===== src/rtl/fifo_pkg.sv =====
// Shared helpers for the latency-aware FIFO: pointer sizing and the
// back-pressure threshold derived from producer reaction latency.
package fifo_pkg;

  // Pointer width including the wrap bit that separates full from empty.
  function automatic int fifo_ptr_width(input int depth);
    return $clog2(depth) + 1;
  endfunction

  // Occupancy below which the producer may keep pushing, leaving room for
  // every push already in flight when may_push falls.
  function automatic int fifo_push_thresh(input int depth, input int lat, input int extra);
    return depth - lat - extra;
  endfunction

endpackage


===== src/rtl/latency_pipe.sv =====
// Valid/data shift register that adds fixed latency after the array read.
// Clear zeroes only the valid bits; data registers load only with a token.
module latency_pipe #(
  parameter int WIDTH  = 8,
  parameter int STAGES = 1
) (
  input  logic             clk,
  input  logic             rst_n,
  input  logic             in_valid,
  input  logic [WIDTH-1:0] in_data,
  output logic             out_valid,
  output logic [WIDTH-1:0] out_data
);

  if (STAGES == 0) begin : g_bypass
    assign out_valid = in_valid;
    assign out_data  = in_data;
  end else begin : g_pipe
    logic [STAGES-1:0] valid_q;
    logic [WIDTH-1:0]  data_q [STAGES];

    // NOTE: sequential state uses non-blocking assignments so every stage
    // samples its predecessor's pre-edge value and the shift is order-free.
    always_ff @(posedge clk) begin
      if (!rst_n) begin
        valid_q <= '0;
      end else begin
        valid_q[0] <= in_valid;
        for (int i = 1; i < STAGES; i++) begin
          valid_q[i] <= valid_q[i-1];
        end
      end
    end

    always_ff @(posedge clk) begin
      if (in_valid) data_q[0] <= in_data;
      for (int i = 1; i < STAGES; i++) begin
        if (valid_q[i-1]) data_q[i] <= data_q[i-1];
      end
    end

    assign out_valid = valid_q[STAGES-1];
    assign out_data  = data_q[STAGES-1];
  end

endmodule


===== src/rtl/latency_fifo.sv =====
// Single-clock FIFO with behavioural storage, configurable read latency,
// occupancy count, sticky error flags and latency-aware push back-pressure.
module latency_fifo
  import fifo_pkg::*;
#(
  parameter int WIDTH            = 8,
  parameter int DEPTH            = 32,
  parameter int READ_LATENCY     = 2,
  parameter int MAY_PUSH_LATENCY = 5,
  parameter int EXTRA_IN_FLIGHT  = 0
) (
  input  logic                   clk,
  input  logic                   rst_n,
  output logic                   may_push,
  input  logic                   push,
  input  logic [WIDTH-1:0]       push_data,
  output logic                   may_pop,
  input  logic                   pop,
  output logic                   pop_valid,
  output logic [WIDTH-1:0]       pop_data,
  output logic [$clog2(DEPTH):0] count,
  output logic                   overflow,
  output logic                   underflow
);

  localparam int AW     = $clog2(DEPTH);
  localparam int PW     = fifo_ptr_width(DEPTH);
  localparam int THRESH = fifo_push_thresh(DEPTH, MAY_PUSH_LATENCY, EXTRA_IN_FLIGHT);

  if (THRESH < 1) begin : g_bad_thresh
    $error("latency_fifo: MAY_PUSH_LATENCY + EXTRA_IN_FLIGHT leaves no push headroom");
  end
  if (DEPTH < 4 || (DEPTH & (DEPTH - 1)) != 0) begin : g_bad_depth
    $error("latency_fifo: DEPTH must be a power of two and at least 4");
  end
  if (READ_LATENCY < 1 || READ_LATENCY > 3) begin : g_bad_latency
    $error("latency_fifo: READ_LATENCY must be 1..3");
  end

  logic [WIDTH-1:0] mem [DEPTH];
  logic [PW-1:0]    wptr, rptr;
  logic             push_ok, pop_ok;
  logic             rd_valid_q;
  logic [WIDTH-1:0] rd_data_q;
  logic             pipe_valid;
  logic [WIDTH-1:0] pipe_data;
  logic             seen_q;

  // The wrap bit makes the pointer difference equal the true occupancy.
  assign count    = wptr - rptr;
  assign push_ok  = push && (count != PW'(DEPTH));
  assign pop_ok   = pop && (count != '0);
  assign may_push = count < PW'(THRESH);
  assign may_pop  = count != '0;

  // NOTE: the storage array and the read register carry no reset; their
  // contents are only observed behind pointers and valid bits that are reset.
  always_ff @(posedge clk) begin
    if (push_ok) mem[wptr[AW-1:0]] <= push_data;
    if (pop_ok)  rd_data_q <= mem[rptr[AW-1:0]];
  end

  always_ff @(posedge clk) begin
    if (!rst_n) begin
      wptr       <= '0;
      rptr       <= '0;
      rd_valid_q <= 1'b0;
      overflow   <= 1'b0;
      underflow  <= 1'b0;
      seen_q     <= 1'b0;
    end else begin
      if (push_ok) wptr <= wptr + PW'(1);
      if (pop_ok)  rptr <= rptr + PW'(1);
      rd_valid_q <= pop_ok;
      if (push && !push_ok) overflow  <= 1'b1;
      if (pop && !pop_ok)   underflow <= 1'b1;
      if (pipe_valid)       seen_q    <= 1'b1;
    end
  end

  latency_pipe #(
    .WIDTH  (WIDTH),
    .STAGES (READ_LATENCY - 1)
  ) u_pipe (
    .clk       (clk),
    .rst_n     (rst_n),
    .in_valid  (rd_valid_q),
    .in_data   (rd_data_q),
    .out_valid (pipe_valid),
    .out_data  (pipe_data)
  );

  // Output reads zero until the first entry emerges after reset, then
  // holds the most recent popped entry between strobes.
  assign pop_valid = pipe_valid;
  assign pop_data  = (seen_q || pipe_valid) ? pipe_data : '0;

endmodule

===== config.mk =====
export PLATFORM = sky130hd
export DESIGN_NAME = latency_fifo
export DESIGN_NICKNAME = d
export VERILOG_FILES = /design/src/rtl/fifo_pkg.sv /design/src/rtl/latency_pipe.sv /design/src/rtl/latency_fifo.sv
export SDC_FILE = /design/constraint.sdc
export NUM_CORES = 1
export LEC_CHECK = 0
export CORE_ASPECT_RATIO = 0.6
export CORE_MARGIN = 2
export CORE_UTILIZATION = 60
export CTS_CLUSTER_SIZE = 16
export DETAILED_ROUTE_END_ITERATION = 10
export HOLD_SLACK_MARGIN = 0.06
export PLACE_DENSITY = 0.83
export SYNTH_ARGS = -nofsm -noshare
export SYNTH_HDL_FRONTEND = slang
export SYNTH_SLANG_ARGS = --single-unit

===== constraint.sdc =====
create_clock -name clk -period 7.1 [get_ports clk]
set_clock_uncertainty 0.1 [all_clocks]
set_input_delay 1.42 -clock clk [delete_from_list [all_inputs] [get_ports clk]]
set_output_delay 1.42 -clock clk [all_outputs]
set_load 0.05 [all_outputs]

==> impl_metrics.env <==
export IMPL_run_status="completed"
export IMPL_dpl_hpwl_mm=15.2
export IMPL_fp_dieH_um=111
export IMPL_gr_usage_all_layers_pct=24.5
export IMPL_antenna_found_initial=0
export IMPL_yosysSeqAreaShare_pct=73.6
export IMPL_yosys_area_top_type="edfxtp_1"
export IMPL_endpoint_kind="output port"
export IMPL_cp_start_kind="flip-flop"
export IMPL_hold_path_class="flip-flop to flip-flop"
export IMPL_period_share_pct=74.0
export IMPL_dp_cells=834
export IMPL_post_cts_resized=0
export IMPL_core_region_area_um2=18900
export IMPL_drcViolationCount=0
export IMPL_drv_slew=0
export IMPL_yosysTopAreaCellShare_pct=70.7
export IMPL_cts_sinks=289
export IMPL_p_leak_nw=4.03
export IMPL_fin_setup_tns_ns=0
export IMPL_ys_warnings_count=0
export IMPL_synthFlopType="edfxtp_1"
export IMPL_utilization_pct=68.0
export IMPL_clk_pin_slew_ns=0.07
export IMPL_swShare_pct=30.2
export IMPL_gp_congestion=0.818
export IMPL_start_util_pct=61.0
export IMPL_synth_area_um2=11600
export IMPL_synth_top_family_by_area="multiplexers"
export IMPL_root_buffer="clkbuf_16"
export IMPL_dr_pass1_iters=5
export IMPL_syn2layout_area_growth_pct=11.5
export IMPL_p_seq_share_pct=44.2
export IMPL_drive_gt1_share_pct=22.3
export IMPL_ios=31
export IMPL_setup_viol=0
export IMPL_dpl_worst_slack_ns=2.44
export IMPL_p_sw_mw=1.38
export IMPL_power_density_nw_per_um2=356
export IMPL_crit_required_ns=5.58
export IMPL_cts_buffers_inserted=26
export IMPL_seqCellArea_um2=8510
export IMPL_postCtsHoldBufs=0
export IMPL_vias=5773
export IMPL_final_cells=882
export IMPL_overflow=0
export IMPL_fin_crit_ns=5.25
export IMPL_fillers=1178
export IMPL_die_w_um=183
export IMPL_ys_seq_elements=289
export IMPL_synth_area_leaders="edfxtp_1 (71%), mux4_2 (16%), dfxtp_1 (2.9%)"
export IMPL_vias_per_cell=6.55
export IMPL_htree_levels=1
export IMPL_postCtsSetupBuffers=0
export IMPL_p_int_mw=3.20
export IMPL_synth_xor_area_share_pct=0.292
export IMPL_comb_power_share_pct=26.7
export IMPL_cp_arrival_ns=3.73
export IMPL_synth_edff_count=272
export IMPL_maxSlewHeadroom_pct=9.11
export IMPL_tightest_slew_ns=1.36
export IMPL_postSynth_asyncResetShare_pct=0
export IMPL_avgSynthCellArea_um2=20.0
export IMPL_synthCells=579
export IMPL_grt_max_degree=51
export IMPL_multi_input_area_um2=2850
export IMPL_die_area_um2=20400
export IMPL_synth_fp_nets=602
export IMPL_drtIter0Drc=706
export IMPL_wl_per_cell_um=27.2
export IMPL_ant_nets=0
export IMPL_grt_pass1_wl_mm=36.3
export IMPL_cts_tree="yes"
export IMPL_synth_fa_ha_area_share_pct=1.26
export IMPL_worst_slack_ns=1.85
export IMPL_fmax_ghz=0.190
export IMPL_cts_buffer_depth=3
export IMPL_wl_mm=24.0
export IMPL_synthMuxAreaShare_pct=15.9
export IMPL_grt_pass1_vias=5702
export IMPL_critPathKind="flip-flop to output port"
export IMPL_grt_setup_unrepaired="no"
export IMPL_hold_viol=0
export IMPL_numPortBuffers=30
export IMPL_maxCapViolCount=0
export IMPL_pwr_share_clk_pct=29.1
export IMPL_yosysUniqueCellTypes=46
export IMPL_clkLatencyLatePin_ns=0.55
export IMPL_yosys_area_share_simple_pct=5.12
export IMPL_cp_max_fo=12
export IMPL_fin_nets=639
export IMPL_total_power_mw=4.58
export IMPL_rows=39
export IMPL_vdd_drop_max_uv=294
export IMPL_synth_compound_area_share_pct=2.09
export IMPL_diodes=0
## layer usage
metal / global-route usage [%] / wire [um] / share of wire [%] / up-vias
met5: 0 / 0 / 0 / -
met1: 39.5 / 10300 / 43 / 2984
met4: 4.48 / 327 / 1.4 / 0
li1: - / - / - / 2411
met3: 8.08 / 2890 / 12 / 31
met2: 33.4 / 10400 / 43 / 347
## registers in the layout, indices dropped and copies added (netlist names)
register              cells
rd_valid_q                1
wptr                      6
underflow                 1
rptr                      6
rd_data_q                 8
u_pipe.out_valid          1
seen_q                    1
overflow                  1
mem                     256
u_pipe.g_pipe.data_q      8
## final timing paths
check	from	end	slack, ns	depth (start not counted)
max	rptr[3]$_SDFFE_PN0P_	may_push	1.85	8
min	rd_data_q[3]$_DFFE_PP_	u_pipe.g_pipe.data_q[0][3]$_DFFE_PP_	0.32	0
max reg2reg	rptr[3]$_SDFFE_PN0P_	mem[14][5]$_DFFE_PP_	2.95	8
min reg2reg	rd_data_q[3]$_DFFE_PP_	u_pipe.g_pipe.data_q[0][3]$_DFFE_PP_	0.32	0
## critical path: stages (launching register included)
cell             delay [ns]
dfxtp_1                0.57
clkinv_1               0.34
ha_1                   0.45
o21ai_0                0.10
a21oi_1                0.29
o32ai_4                0.20
or2_2                  0.32
a21oi_1                0.12
clkdlybuf4s50_1        0.82
## power by group through the flow
stage	clock [mW]	sequential [mW]	combinational [mW]
final	1.33	2.02	1.22
after global routing	1.42	2.04	1.30
after global placement	0	2.06	1.20
after CTS	1.35	2.03	1.22
after floorplan	0	2.04	0.900
after detailed placement	0	2.06	1.22
## per-stage QoR
stage / hold WS (ns) / cell area, um^2
final: 0.325 / 12900
after global routing: 0.339 / 12900
after CTS: 0.329 / 12900
after detailed placement: 0.313 / 12100
after global placement: 0.309 / 12100
after floorplan: 0.300 / 11600
## cell families (layout without fill, tap and decap cells)
family | Yosys count | count (layout)
AOI/OAI and AO/OA | 32 | 32
xor gates and xnor gates | 3 | 3
adders and majority gates | 11 | 11
buffers and inverters | 41 | 98
DFF | 289 | 289
muxes | 84 | 84
and+or+nand+nor | 119 | 119
## synth_stat cells, types with 2 or more instances
master / count
clkbuf_1: 16
nand3_1: 7
o21ai_0: 6
nand3_2: 3
nor2_1: 41
and2_1: 2
nor2b_1: 8
or3_1: 6
or2_2: 2
a21oi_1: 15
nand2b_1: 5
a21o_1: 2
buf_2: 5
ha_1: 10
mux2i_1: 4
inv_1: 13
nand4_1: 3
buf_6: 4
edfxtp_1: 272
dfxtp_1: 17
nand3b_1: 3
nand2_1: 32
mux4_2: 80
## layout make-up
class	instances	share of cell area, %
sequential	289	66.1
clock buffer	34	5.28
inverter	15	0.437
clock inverter	14	1.00
tap	246	2.39
multi-input combinational	249	22.2
timing repair buffer	35	2.62
## cell usage in the layout, fill, tap and decap left out, types with 2 or more instances in the layout
master           netlist  final
dfxtp_1               17     14
clkbuf_16              0     26
nand2b_1               5      5
nand3_1                7      7
nand4_1                3      3
mux2i_1                4      4
dfxtp_2                0      2
or3_1                  6      6
edfxtp_1             272    272
nor2b_1                8      8
clkbuf_1              16      8
nand3_2                3      3
mux4_2                80     80
clkinv_1               1      3
inv_1                 13     13
a21o_1                 2      2
or2_2                  2      2
o21ai_0                6      6
buf_4                  0      5
clkdlybuf4s50_1        0     30
nand3b_1               3      3
a21oi_1               15     15
clkinv_2               0      7
nand2_1               32     32
ha_1                  10     10
and2_1                 2      2
nor2_1                41     41
clkinvlp_4             0      2
Power figures use the tool's default switching activity.
